[config.mk]
export PLATFORM = sky130hd
export DESIGN_NAME = core_bus_interface_flat
export DESIGN_NICKNAME = d
export VERILOG_FILES = /design/src/rtl/bus_pkg.sv /design/src/rtl/core_bus_interface_if.sv /design/src/rtl/req_fifo.sv /design/src/rtl/core_bus_interface.sv /design/src/flat_wrapper.sv
export SDC_FILE = /design/constraint.sdc
export NUM_CORES = 1
export LEC_CHECK = 0
export CORE_MARGIN = 1
export CORE_UTILIZATION = 40
export CTS_BUF_LIST = sky130_fd_sc_hd__clkbuf_8
export DETAILED_ROUTE_END_ITERATION = 8
export PLACE_DENSITY = 0.68
export SYNTH_ARGS = -nofsm -noshare
export SYNTH_HDL_FRONTEND = slang
export SYNTH_HIERARCHICAL = 1
export SYNTH_SLANG_ARGS = --single-unit
[constraint.sdc]
create_clock -name clk -period 5.3 [get_ports clk]
set_input_delay 0.795 -clock clk [delete_from_list [all_inputs] [get_ports clk]]
set_output_delay 0.795 -clock clk [all_outputs]
set_load 0.1 [all_outputs]
[src/rtl/bus_pkg.sv]
// Shared types for the per-core request stage feeding bus_controller.
// Holds the bus opcode enum, L2 response codes, the request payload and FSM states.
package bus_pkg;

   localparam int unsigned ADDR_W = 32;
   localparam int unsigned DATA_W = 32;
   localparam int unsigned OPC_W  = 7;

   typedef enum logic [1:0] {
      BUS_RD   = 2'b00,
      BUS_UPGR = 2'b01,
      BUS_RDX  = 2'b10,
      BUS_NON  = 2'b11
   } bus_op_t;

   localparam logic [1:0] L2_HIT  = 2'b10;
   localparam logic [1:0] L2_MISS = 2'b01;

   typedef struct packed {
      bus_op_t           op;
      logic [ADDR_W-1:0] addr;
      logic [OPC_W-1:0]  opcode;
   } bus_req_t;

   typedef enum logic [1:0] {
      ST_IDLE  = 2'd0,
      ST_REQ   = 2'd1,
      ST_RETRY = 2'd2
   } cbi_state_t;

endpackage

[src/rtl/core_bus_interface_if.sv]
// L1-side request handshake plus bus_controller request/response signals.
// master = the request stage, slave = the surrounding L1/bus_controller.
interface core_bus_interface_if;

   logic                        miss_valid;
   logic                        miss_ready;
   logic [1:0]                  miss_op;
   logic [bus_pkg::ADDR_W-1:0]  miss_addr;
   logic [bus_pkg::OPC_W-1:0]   miss_opcode;
   logic                        req_core;
   logic                        grant_core;
   logic [1:0]                  bus_operation_out;
   logic [bus_pkg::ADDR_W-1:0]  bus_address_out;
   logic [bus_pkg::OPC_W-1:0]   opcode_out;
   logic [bus_pkg::DATA_W-1:0]  bus_data_in;
   logic                        cache_hit_in;
   logic [1:0]                  cache_hit_L2;
   logic                        flush;
   logic                        fill_valid;
   logic [bus_pkg::DATA_W-1:0]  fill_data;
   logic                        fill_src;
   logic                        upgr_done;
   logic                        err_pulse;
   logic                        busy;

   modport master (
      input  miss_valid, miss_op, miss_addr, miss_opcode, grant_core,
             bus_data_in, cache_hit_in, cache_hit_L2, flush,
      output miss_ready, req_core, bus_operation_out, bus_address_out, opcode_out,
             fill_valid, fill_data, fill_src, upgr_done, err_pulse, busy
   );

   modport slave (
      output miss_valid, miss_op, miss_addr, miss_opcode, grant_core,
             bus_data_in, cache_hit_in, cache_hit_L2, flush,
      input  miss_ready, req_core, bus_operation_out, bus_address_out, opcode_out,
             fill_valid, fill_data, fill_src, upgr_done, err_pulse, busy
   );

endinterface

[src/rtl/req_fifo.sv]
// Synchronous request FIFO; DEPTH must be a power of two so pointers wrap naturally.
module req_fifo
   import bus_pkg::*;
#(
   parameter int unsigned DEPTH = 2
) (
   input  logic                   clk,
   input  logic                   reset,
   input  logic                   flush,
   input  logic                   push,
   input  logic                   pop,
   input  bus_req_t               wdata,
   output bus_req_t               rdata,
   output logic                   full,
   output logic                   empty,
   output logic [$clog2(DEPTH):0] count
);

   localparam int unsigned PTR_W = $clog2(DEPTH);
   localparam int unsigned CNT_W = PTR_W + 1;

   bus_req_t         mem [DEPTH];
   logic [PTR_W-1:0] wr_ptr;
   logic [PTR_W-1:0] rd_ptr;
   logic             wr_en;
   logic             rd_en;

   assign wr_en = push && !full;
   assign rd_en = pop && !empty;
   assign full  = (count == CNT_W'(DEPTH));
   assign empty = (count == '0);
   assign rdata = mem[rd_ptr];

   always_ff @(posedge clk) begin
      if (reset || flush) begin
         wr_ptr <= '0;
         rd_ptr <= '0;
         count  <= '0;
      end else begin
         if (wr_en) wr_ptr <= wr_ptr + PTR_W'(1);
         if (rd_en) rd_ptr <= rd_ptr + PTR_W'(1);
         case ({wr_en, rd_en})
            2'b10:   count <= count + CNT_W'(1);
            2'b01:   count <= count - CNT_W'(1);
            default: ;
         endcase
      end
   end

   // Storage needs no reset: entries are only read while counted valid.
   always_ff @(posedge clk) begin
      if (wr_en) mem[wr_ptr] <= wdata;
   end

endmodule

[src/rtl/core_bus_interface.sv]
// Per-core request stage: queues L1 misses, requests the bus, classifies the
// granted response and returns a registered fill, upgrade ack or error.
module core_bus_interface
   import bus_pkg::*;
#(
   parameter int unsigned FIFO_DEPTH  = 2,
   parameter int unsigned RETRY_DELAY = 4,
   parameter int unsigned MAX_RETRY   = 3
) (
   input logic                  clk,
   input logic                  reset,
   core_bus_interface_if.master bif
);

   localparam int unsigned CNT_W  = $clog2(FIFO_DEPTH) + 1;
   localparam int unsigned RTRY_W = (MAX_RETRY > 0) ? $clog2(MAX_RETRY + 1) : 1;
   localparam int unsigned DLY_W  = (RETRY_DELAY > 0) ? $clog2(RETRY_DELAY + 1) : 1;

   cbi_state_t        state;
   cbi_state_t        state_nxt;
   bus_req_t          head;
   bus_req_t          wreq;
   logic              full;
   logic              empty;
   logic              push;
   logic              pop;
   logic [CNT_W-1:0]  count;
   logic [RTRY_W-1:0] retry_cnt;
   logic [RTRY_W-1:0] retry_cnt_nxt;
   logic [DLY_W-1:0]  dly_cnt;
   logic [DLY_W-1:0]  dly_cnt_nxt;
   logic              fill_valid_nxt;
   logic              fill_src_nxt;
   logic [DATA_W-1:0] fill_data_nxt;
   logic              upgr_done_nxt;
   logic              err_pulse_nxt;
   logic              granted;
   logic              serviced;
   logic              out_of_retries;

   assign wreq           = '{op: bus_op_t'(bif.miss_op), addr: bif.miss_addr, opcode: bif.miss_opcode};
   assign push           = bif.miss_valid && bif.miss_ready && (wreq.op != BUS_NON) && !bif.flush;
   assign granted        = (state == ST_REQ) && bif.grant_core;
   assign serviced       = (head.op == BUS_UPGR) || bif.cache_hit_in || (bif.cache_hit_L2 == L2_HIT);
   assign out_of_retries = (retry_cnt == RTRY_W'(MAX_RETRY));
   assign pop            = granted && (serviced || out_of_retries) && !bif.flush;

   assign bif.miss_ready = !full;
   assign bif.busy       = (count != '0) || (state != ST_IDLE);

   req_fifo #(.DEPTH(FIFO_DEPTH)) u_req_fifo (
      .clk   (clk),
      .reset (reset),
      .flush (bif.flush),
      .push  (push),
      .pop   (pop),
      .wdata (wreq),
      .rdata (head),
      .full  (full),
      .empty (empty),
      .count (count)
   );

   always_ff @(posedge clk) begin
      if (reset) state <= ST_IDLE;
      else       state <= state_nxt;
   end

   // A push this cycle is enough to leave IDLE; the head is read from storage next cycle.
   always_comb begin
      state_nxt = state;
      case (state)
         ST_IDLE:  if (!empty || push) state_nxt = ST_REQ;
         ST_REQ: begin
            if (granted) begin
               if (!serviced && !out_of_retries) state_nxt = ST_RETRY;
               else                              state_nxt = ST_IDLE;
            end
         end
         ST_RETRY: if (dly_cnt <= DLY_W'(1)) state_nxt = ST_REQ;
         default:  state_nxt = ST_IDLE;
      endcase
      if (bif.flush) state_nxt = ST_IDLE;
   end

   always_comb begin
      retry_cnt_nxt         = retry_cnt;
      dly_cnt_nxt           = dly_cnt;
      fill_valid_nxt        = 1'b0;
      fill_src_nxt          = bif.fill_src;
      fill_data_nxt         = bif.fill_data;
      upgr_done_nxt         = 1'b0;
      err_pulse_nxt         = 1'b0;
      bif.req_core          = (state == ST_REQ);
      bif.bus_operation_out = BUS_NON;
      bif.bus_address_out   = '0;
      bif.opcode_out        = '0;
      case (state)
         ST_REQ: begin
            bif.bus_operation_out = head.op;
            bif.bus_address_out   = head.addr;
            bif.opcode_out        = head.opcode;
            if (granted) begin
               if (head.op == BUS_UPGR) begin
                  upgr_done_nxt = 1'b1;
               end else if (bif.cache_hit_in) begin
                  fill_valid_nxt = 1'b1;
                  fill_src_nxt   = 1'b1;
                  fill_data_nxt  = bif.bus_data_in;
               end else if (bif.cache_hit_L2 == L2_HIT) begin
                  fill_valid_nxt = 1'b1;
                  fill_src_nxt   = 1'b0;
                  fill_data_nxt  = bif.bus_data_in;
               end else if (out_of_retries) begin
                  err_pulse_nxt = 1'b1;
               end else begin
                  retry_cnt_nxt = retry_cnt + RTRY_W'(1);
                  dly_cnt_nxt   = DLY_W'(RETRY_DELAY);
               end
               if (pop) retry_cnt_nxt = '0;
            end
         end
         ST_RETRY: if (dly_cnt != '0) dly_cnt_nxt = dly_cnt - DLY_W'(1);
         default: ;
      endcase
      // Aborted requests produce no completion of any kind.
      if (bif.flush) begin
         retry_cnt_nxt  = '0;
         dly_cnt_nxt    = '0;
         fill_valid_nxt = 1'b0;
         fill_src_nxt   = bif.fill_src;
         fill_data_nxt  = bif.fill_data;
         upgr_done_nxt  = 1'b0;
         err_pulse_nxt  = 1'b0;
      end
   end

   always_ff @(posedge clk) begin
      if (reset) begin
         retry_cnt      <= '0;
         dly_cnt        <= '0;
         bif.fill_valid <= 1'b0;
         bif.fill_src   <= 1'b0;
         bif.fill_data  <= '0;
         bif.upgr_done  <= 1'b0;
         bif.err_pulse  <= 1'b0;
      end else begin
         retry_cnt      <= retry_cnt_nxt;
         dly_cnt        <= dly_cnt_nxt;
         bif.fill_valid <= fill_valid_nxt;
         bif.fill_src   <= fill_src_nxt;
         bif.fill_data  <= fill_data_nxt;
         bif.upgr_done  <= upgr_done_nxt;
         bif.err_pulse  <= err_pulse_nxt;
      end
   end

endmodule

[src/flat_wrapper.sv]
// flat-port wrapper written by rule: the top's interface ports become plain ports
module core_bus_interface_flat import bus_pkg::*;
#(
   parameter int unsigned FIFO_DEPTH  = 2,
   parameter int unsigned RETRY_DELAY = 4,
   parameter int unsigned MAX_RETRY   = 3
)
  (clk, reset, bif_miss_valid, bif_miss_op, bif_miss_addr, bif_miss_opcode, bif_grant_core, bif_bus_data_in, bif_cache_hit_in, bif_cache_hit_L2, bif_flush, bif_miss_ready, bif_req_core, bif_bus_operation_out, bif_bus_address_out, bif_opcode_out, bif_fill_valid, bif_fill_data, bif_fill_src, bif_upgr_done, bif_err_pulse, bif_busy);
  core_bus_interface_if bif_i ();
  input logic clk;
  input logic reset;
  input wire logic [$bits(bif_i.miss_valid)-1:0] bif_miss_valid;
  input wire logic [$bits(bif_i.miss_op)-1:0] bif_miss_op;
  input wire logic [$bits(bif_i.miss_addr)-1:0] bif_miss_addr;
  input wire logic [$bits(bif_i.miss_opcode)-1:0] bif_miss_opcode;
  input wire logic [$bits(bif_i.grant_core)-1:0] bif_grant_core;
  input wire logic [$bits(bif_i.bus_data_in)-1:0] bif_bus_data_in;
  input wire logic [$bits(bif_i.cache_hit_in)-1:0] bif_cache_hit_in;
  input wire logic [$bits(bif_i.cache_hit_L2)-1:0] bif_cache_hit_L2;
  input wire logic [$bits(bif_i.flush)-1:0] bif_flush;
  output wire logic [$bits(bif_i.miss_ready)-1:0] bif_miss_ready;
  output wire logic [$bits(bif_i.req_core)-1:0] bif_req_core;
  output wire logic [$bits(bif_i.bus_operation_out)-1:0] bif_bus_operation_out;
  output wire logic [$bits(bif_i.bus_address_out)-1:0] bif_bus_address_out;
  output wire logic [$bits(bif_i.opcode_out)-1:0] bif_opcode_out;
  output wire logic [$bits(bif_i.fill_valid)-1:0] bif_fill_valid;
  output wire logic [$bits(bif_i.fill_data)-1:0] bif_fill_data;
  output wire logic [$bits(bif_i.fill_src)-1:0] bif_fill_src;
  output wire logic [$bits(bif_i.upgr_done)-1:0] bif_upgr_done;
  output wire logic [$bits(bif_i.err_pulse)-1:0] bif_err_pulse;
  output wire logic [$bits(bif_i.busy)-1:0] bif_busy;
  assign bif_i.miss_valid = bif_miss_valid;
  assign bif_i.miss_op = bif_miss_op;
  assign bif_i.miss_addr = bif_miss_addr;
  assign bif_i.miss_opcode = bif_miss_opcode;
  assign bif_i.grant_core = bif_grant_core;
  assign bif_i.bus_data_in = bif_bus_data_in;
  assign bif_i.cache_hit_in = bif_cache_hit_in;
  assign bif_i.cache_hit_L2 = bif_cache_hit_L2;
  assign bif_i.flush = bif_flush;
  assign bif_miss_ready = bif_i.miss_ready;
  assign bif_req_core = bif_i.req_core;
  assign bif_bus_operation_out = bif_i.bus_operation_out;
  assign bif_bus_address_out = bif_i.bus_address_out;
  assign bif_opcode_out = bif_i.opcode_out;
  assign bif_fill_valid = bif_i.fill_valid;
  assign bif_fill_data = bif_i.fill_data;
  assign bif_fill_src = bif_i.fill_src;
  assign bif_upgr_done = bif_i.upgr_done;
  assign bif_err_pulse = bif_i.err_pulse;
  assign bif_busy = bif_i.busy;
  core_bus_interface #(.FIFO_DEPTH(FIFO_DEPTH), .RETRY_DELAY(RETRY_DELAY), .MAX_RETRY(MAX_RETRY)) u_core (.clk(clk), .reset(reset), .bif(bif_i));
endmodule
Word level (Yosys, flattened, before mapping)
Memories as Yosys holds them, arrays and structs flattened. A register that Yosys moved wholly into a read port is not among the register bits.
Cells that the tools add are included.

cells by class
  order comparisons = 1
  add/sub/neg operators = 6
  bitwise operators = 4
  muxes and demuxes = 33
  reductions and logical operators = 36
  equal/unequal tests = 21

operators by type and width
  cell                   number
  $mux W32               3
  $mux W2                10
  $mux W3                6
  $ne A2 B2 Y1 const B   8
  $eq A2 B2 Y1 const B   5
  $mux W1                10
  $ne A2 B1 Y1 const B   5
  $reduce_bool A2 Y1     5
  $logic_and A1 B1 Y1    9
  $mux W7                1
  $reduce_and A7 Y1      1
  $reduce_or A7 Y1       1
  $eq A2 B1 Y1 const B   3
  $logic_or A1 B1 Y1     6
  $pmux W2 S3            1
  $pmux W3 S2            1
  $reduce_and A6 Y1      1
  $logic_not A1 Y1       5
  $reduce_and A5 Y1      1
  $reduce_or A5 Y1       1
  $add A2 B1 Y2 const B  2
  $logic_not A2 Y1       2
  $not A1 Y1             4
  $pmux W2 S2            1
  8 further kinds        9

storage, ports and cells
  logic and storage cells = 113
  memories kept = 1
  register bits after elaboration = 47
  RAM bits = 82
  output and inout bits = 80
  input bits = 81

memories
  memory                 words  width  rd ports  clocked after memory_dff  write ports  line            text
  u_core.u_req_fifo.mem  2      41     1         1                         1            req_fifo.sv:22  bus_req_t mem [DEPTH];

Logic depth before layout (Yosys ltp)
  word-level depth = 9
  mapped depth = 11
  gate-level depth less buffers = 9

Modules after synthesis
Netlist, hierarchy kept.

by module, submodules not included
  module              sequential area each (µm²)  times used  area an instance (µm²)  cells each
  req_fifo            2,562.5                     1           3,178.0                 155
  core_bus_interface  860.8                       1           1,996.9                 253

Worst setup path before layout
Ideal clock, no wire load.

  path type = register -> output
  from = register u_core.state[0]
  to = output bif_bus_address_out[16]
  slack = 1,899 ps
  buffers on the path = 1
  cell stages (with the launch flop) = 4
  arrival = 2,606 ps
  required time = 4,505 ps
  path through = dfxtp_1 nor2b_1 clkbuf_1 and2_1

on the way
  longest elaborated chain between the ends = 2

ends and longest elaborated chain
  what                    line                      text
  start, declared         core_bus_interface.sv:19  cbi_state_t state;
  start signal, assigned  core_bus_interface.sv:66  else state <= state_nxt;
  $eq A2 B1 Y1            n/a
  via bif_req_core        flat_wrapper.sv:22        output wire logic [$bits(bif_i.req_core)-1:0] bif_req_core;
  $mux W32                core_bus_interface.sv:98  case (state)
  end, declared           flat_wrapper.sv:24        output wire logic [$bits(bif_i.bus_address_out)-1:0] bif_bus_address_out;

The timed path passes the listed nets, and every way through them passes these cells.

==> impl_results.md <==
* Largest family of logic cells by synthesized area: simple AND/OR/NAND/NOR gates
* Synth area leaders: edfxtp_1, dfxtp_1, nand2_1
* Final WL at 11200 µm
* Power Density at 283 nW/µm²
* Via count at 3606
* Slowest stage cell, crit path: clkdlybuf4s50_1
* Setup violators final at 0
* Worst Max-Slew Pin Slew at 1050 ps
* CTS H-Tree Depth at 4
* Final Hold Viols at 0
* Post-cts resize count at 0
* Adder-Cell Fraction of Synth Area at roughly 1.2%
* Synthesized Nets at 494
* 1st-iter DRT viols at 174
* Max Root-Sink Buffers at 2
* F_max at 259 MHz
* Initial Util at 41.0%
* Area Overhead vs Synth at 41.0%
* Root Buffer: clkbuf_8
* Status: complete, no violations
* Part of the cycle the worst path needs at between 70% and 80%
* Startpoint types: register
* Total track usage at ~18%
* Routability Congestion at 0.785
* Number of CTS-inserted buffers at 17
* Fillers at 1094
* Setup TNS Final at 0 ps
* Mean Syn Cell Area at 12.7 µm²
* Maxcap violations at 0
* Core area at 12600 µm²
* DR WL/cell at 14.8 µm
* RSZ-0062 raised after global routing: no
* #FFs+latches synth at 130
* R2R setup slack at between 2000 and 2500 ps
* Largest net degree at the start of global routing at 42
* Synth Area in Compound Gates at 5.80%
* Most common cell in the netlist: edfxtp_1
* Slew Limit Headroom at 29.8%
* Hold Path Stages at 2
* Number of global-route vias before repair at 3634
* Yosys warns at 6
* Kind of critical path: register to output pin
* WHS at 454 ps
* Crit path largest cell delay at 1140 ps
* Grt total ovfl at 0
* Fin. max-slew vios at 0
* Die width at 116 µm
* Die area at 13400 µm²
* FF+latch area at 3420 µm²
* Drt via density at 4.76
* Inserted Diodes at 0
* Worst-Skew Late Latency at approximately 440 ps
* Die H at 116 µm
* Cell Rows at 41
* Final ANT Viol Nets at 0
* Area of the multi-input gates at about 1600 µm²
* VDD IR-drop max at about 140 µV
* CP required at 4510 ps
* R2R depth at 8
* Area share of and/or/nand/nor cells after synthesis at between 10% and 20%
* Post-synthesis mux area share at 9.12%
* R2R Path End: u_core/u_req_fifo/count[1]$_SDFFE_PP0P_
* Router iterations before antenna repair at 4
* Final nets at 658
* Post-Synth XOR/XNOR Area at less than 1%
* Placed Area at 6930 µm²
* Setup Fix Bufs, Post-CTS at 0
* Worst Path Arrival at 3070 ps
* Final std cells w/o fill at 757
* Synthesized instance count at 408
* First-pass GRT wire length at 17900 µm
* Hold endpoint: u_core/bif.fill_data[6]$_SDFFE_PP0P_
* Pleak at 2.51 nW
* Clock sink count at 130
* DRC errors left at 0
* Worst hold path startpoint: u_core/bif.fill_data[6]$_SDFFE_PP0P_
* Top_reg_cell synth: edfxtp_1
* Hold Crit Class: register to register
* Design Area, Final at ~7300 µm²
* Async S/R FF share, synth at 0%
* CTS tree: yes
* Seq/Total Area, Yosys at 66.2%
* Crit path capture type: output pin
* Hold buffer count at CTS at 0
* Netlist Area Pre-Place at 5170 µm²
* Clock skew at 9.62 ps
* Post-DP HPWL at 7570 µm
* Layout cells sized above 1 at 11.6%
* EDFF count, synth at 82
* Critical Path, Cell by Cell: mux2_2 -> and2_1 -> clkdlybuf4s50_1
* Crit Path Max Fanout at a little over 40
* # placed instances at 725
* Post-synth top cells: edfxtp_1, nand2_1, dfxtp_1
* Clock-pin slew on the worst setup and hold paths at 70 ps
* Fin crit period at around 3900 ps
* Top-Level Pins at around 160
* Yosys top cell area share at between 40% and 50%
* Distinct cells, synth at 42
* Largest area contributor in the netlist: edfxtp_1
* Initial antenna violation count at 0
* Number of port buffers at 160
per-layer routing:
layer | GRT usage, % | share of wire [%]
met2 | 29.1 | 47
met3 | 9.15 | 11
met5 | 0 | 0
met4 | 6.15 | 1.0
met1 | 20.5 | 41
where the power goes:
| part | internal, mW | total [mW] | switching [mW] |
|---|---|---|---|
| combinational | 0.0840 | 0.199 | 0.115 |
| sequential | 1.09 | 1.10 | 0.00481 |
| clock | 0.403 | 0.767 | 0.364 |
state kept, by name (all words and copies together) (netlist names), named ones only:
signal                    flops
u_core/bif.fill_valid         1
u_core/bif.fill_src           1
u_core/u_req_fifo/mem        82
u_core/dly_cnt                3
u_core/retry_cnt              2
u_core/bif.err_pulse          1
u_core/u_req_fifo/wr_ptr      1
u_core/u_req_fifo/rd_ptr      1
u_core/u_req_fifo/count       2
u_core/state                  2
u_core/bif.fill_data         32
u_core/bif.upgr_done          1
cells by family after synthesis:
family	after synthesis
muxes	42
xor gates and xnor gates	3
AOI/OAI and AO/OA	50
adders and majority gates	5
and+or+nand+nor	149
DFF	130
buffers and inverters	29
worst max-delay path by stage:
stage	cells past startpoint	slack, ps	end
after floorplan	3	1900	bif_bus_address_out[16]
after global placement	3	1900	bif_bus_address_out[30]
after detailed placement	3	1870	bif_opcode_out[3]
after CTS	3	1360	bif_opcode_out[3]
after global routing	3	1270	bif_bus_operation_out[0]
final	3	1440	bif_opcode_out[3]
critical path: cells and delay by family (launching register included):
family	cells	cell delay, ps
simple gates	1	120
buf+inv	1	1140
mux	1	310
flops	1	1010
layout make-up:
type / instances / area share (%)
Sequential cell: 130 / 46.9
Timing Repair Buffer: 165 / 22.5
Multi-Input combinational cell: 249 / 22.2
Clock buffer: 17 / 3.21
Tap cell: 172 / 2.95
Clock inverter: 15 / 1.73
Inverter: 9 / 0.463
placed cells by master (no fill, tap or decap), types with 2 or more instances in the layout:
cell type / Yosys / final
mux2_1: 19 / 19
clkinv_2: 0 / 5
a21oi_1: 37 / 37
clkinv_1: 0 / 4
buf_4: 0 / 5
or2_2: 2 / 2
nand4_1: 2 / 2
clkdlybuf4s50_1: 0 / 160
nand2b_1: 4 / 4
or3_1: 2 / 2
a21oi_2: 2 / 2
xnor2_1: 2 / 2
ha_1: 5 / 5
o21ai_0: 4 / 4
nand2_1: 71 / 71
nor2_1: 9 / 9
inv_1: 6 / 7
and2_1: 39 / 39
dfxtp_1: 48 / 47
nand3_1: 2 / 2
mux2_2: 22 / 22
nor3_1: 5 / 5
clkinvlp_4: 0 / 3
inv_2: 3 / 3
and2b_1: 2 / 2
edfxtp_1: 82 / 82
clkbuf_8: 0 / 17
bufinv_16: 0 / 2
through the flow:
| stage | power, mW | util (%) | worst slack, ps |
|---|---|---|---|
| after CTS | 2.09 | 57.8 | 1360 |
| after floorplan | 1.23 | - | 1900 |
| after global routing | 2.15 | 57.8 | 1270 |
| after detailed placement | 1.32 | 54.9 | 1870 |
| final | 2.06 | 57.8 | 1440 |
| after global placement | 1.32 | 54.9 | 1900 |
(Power assumes the default switching activity.)
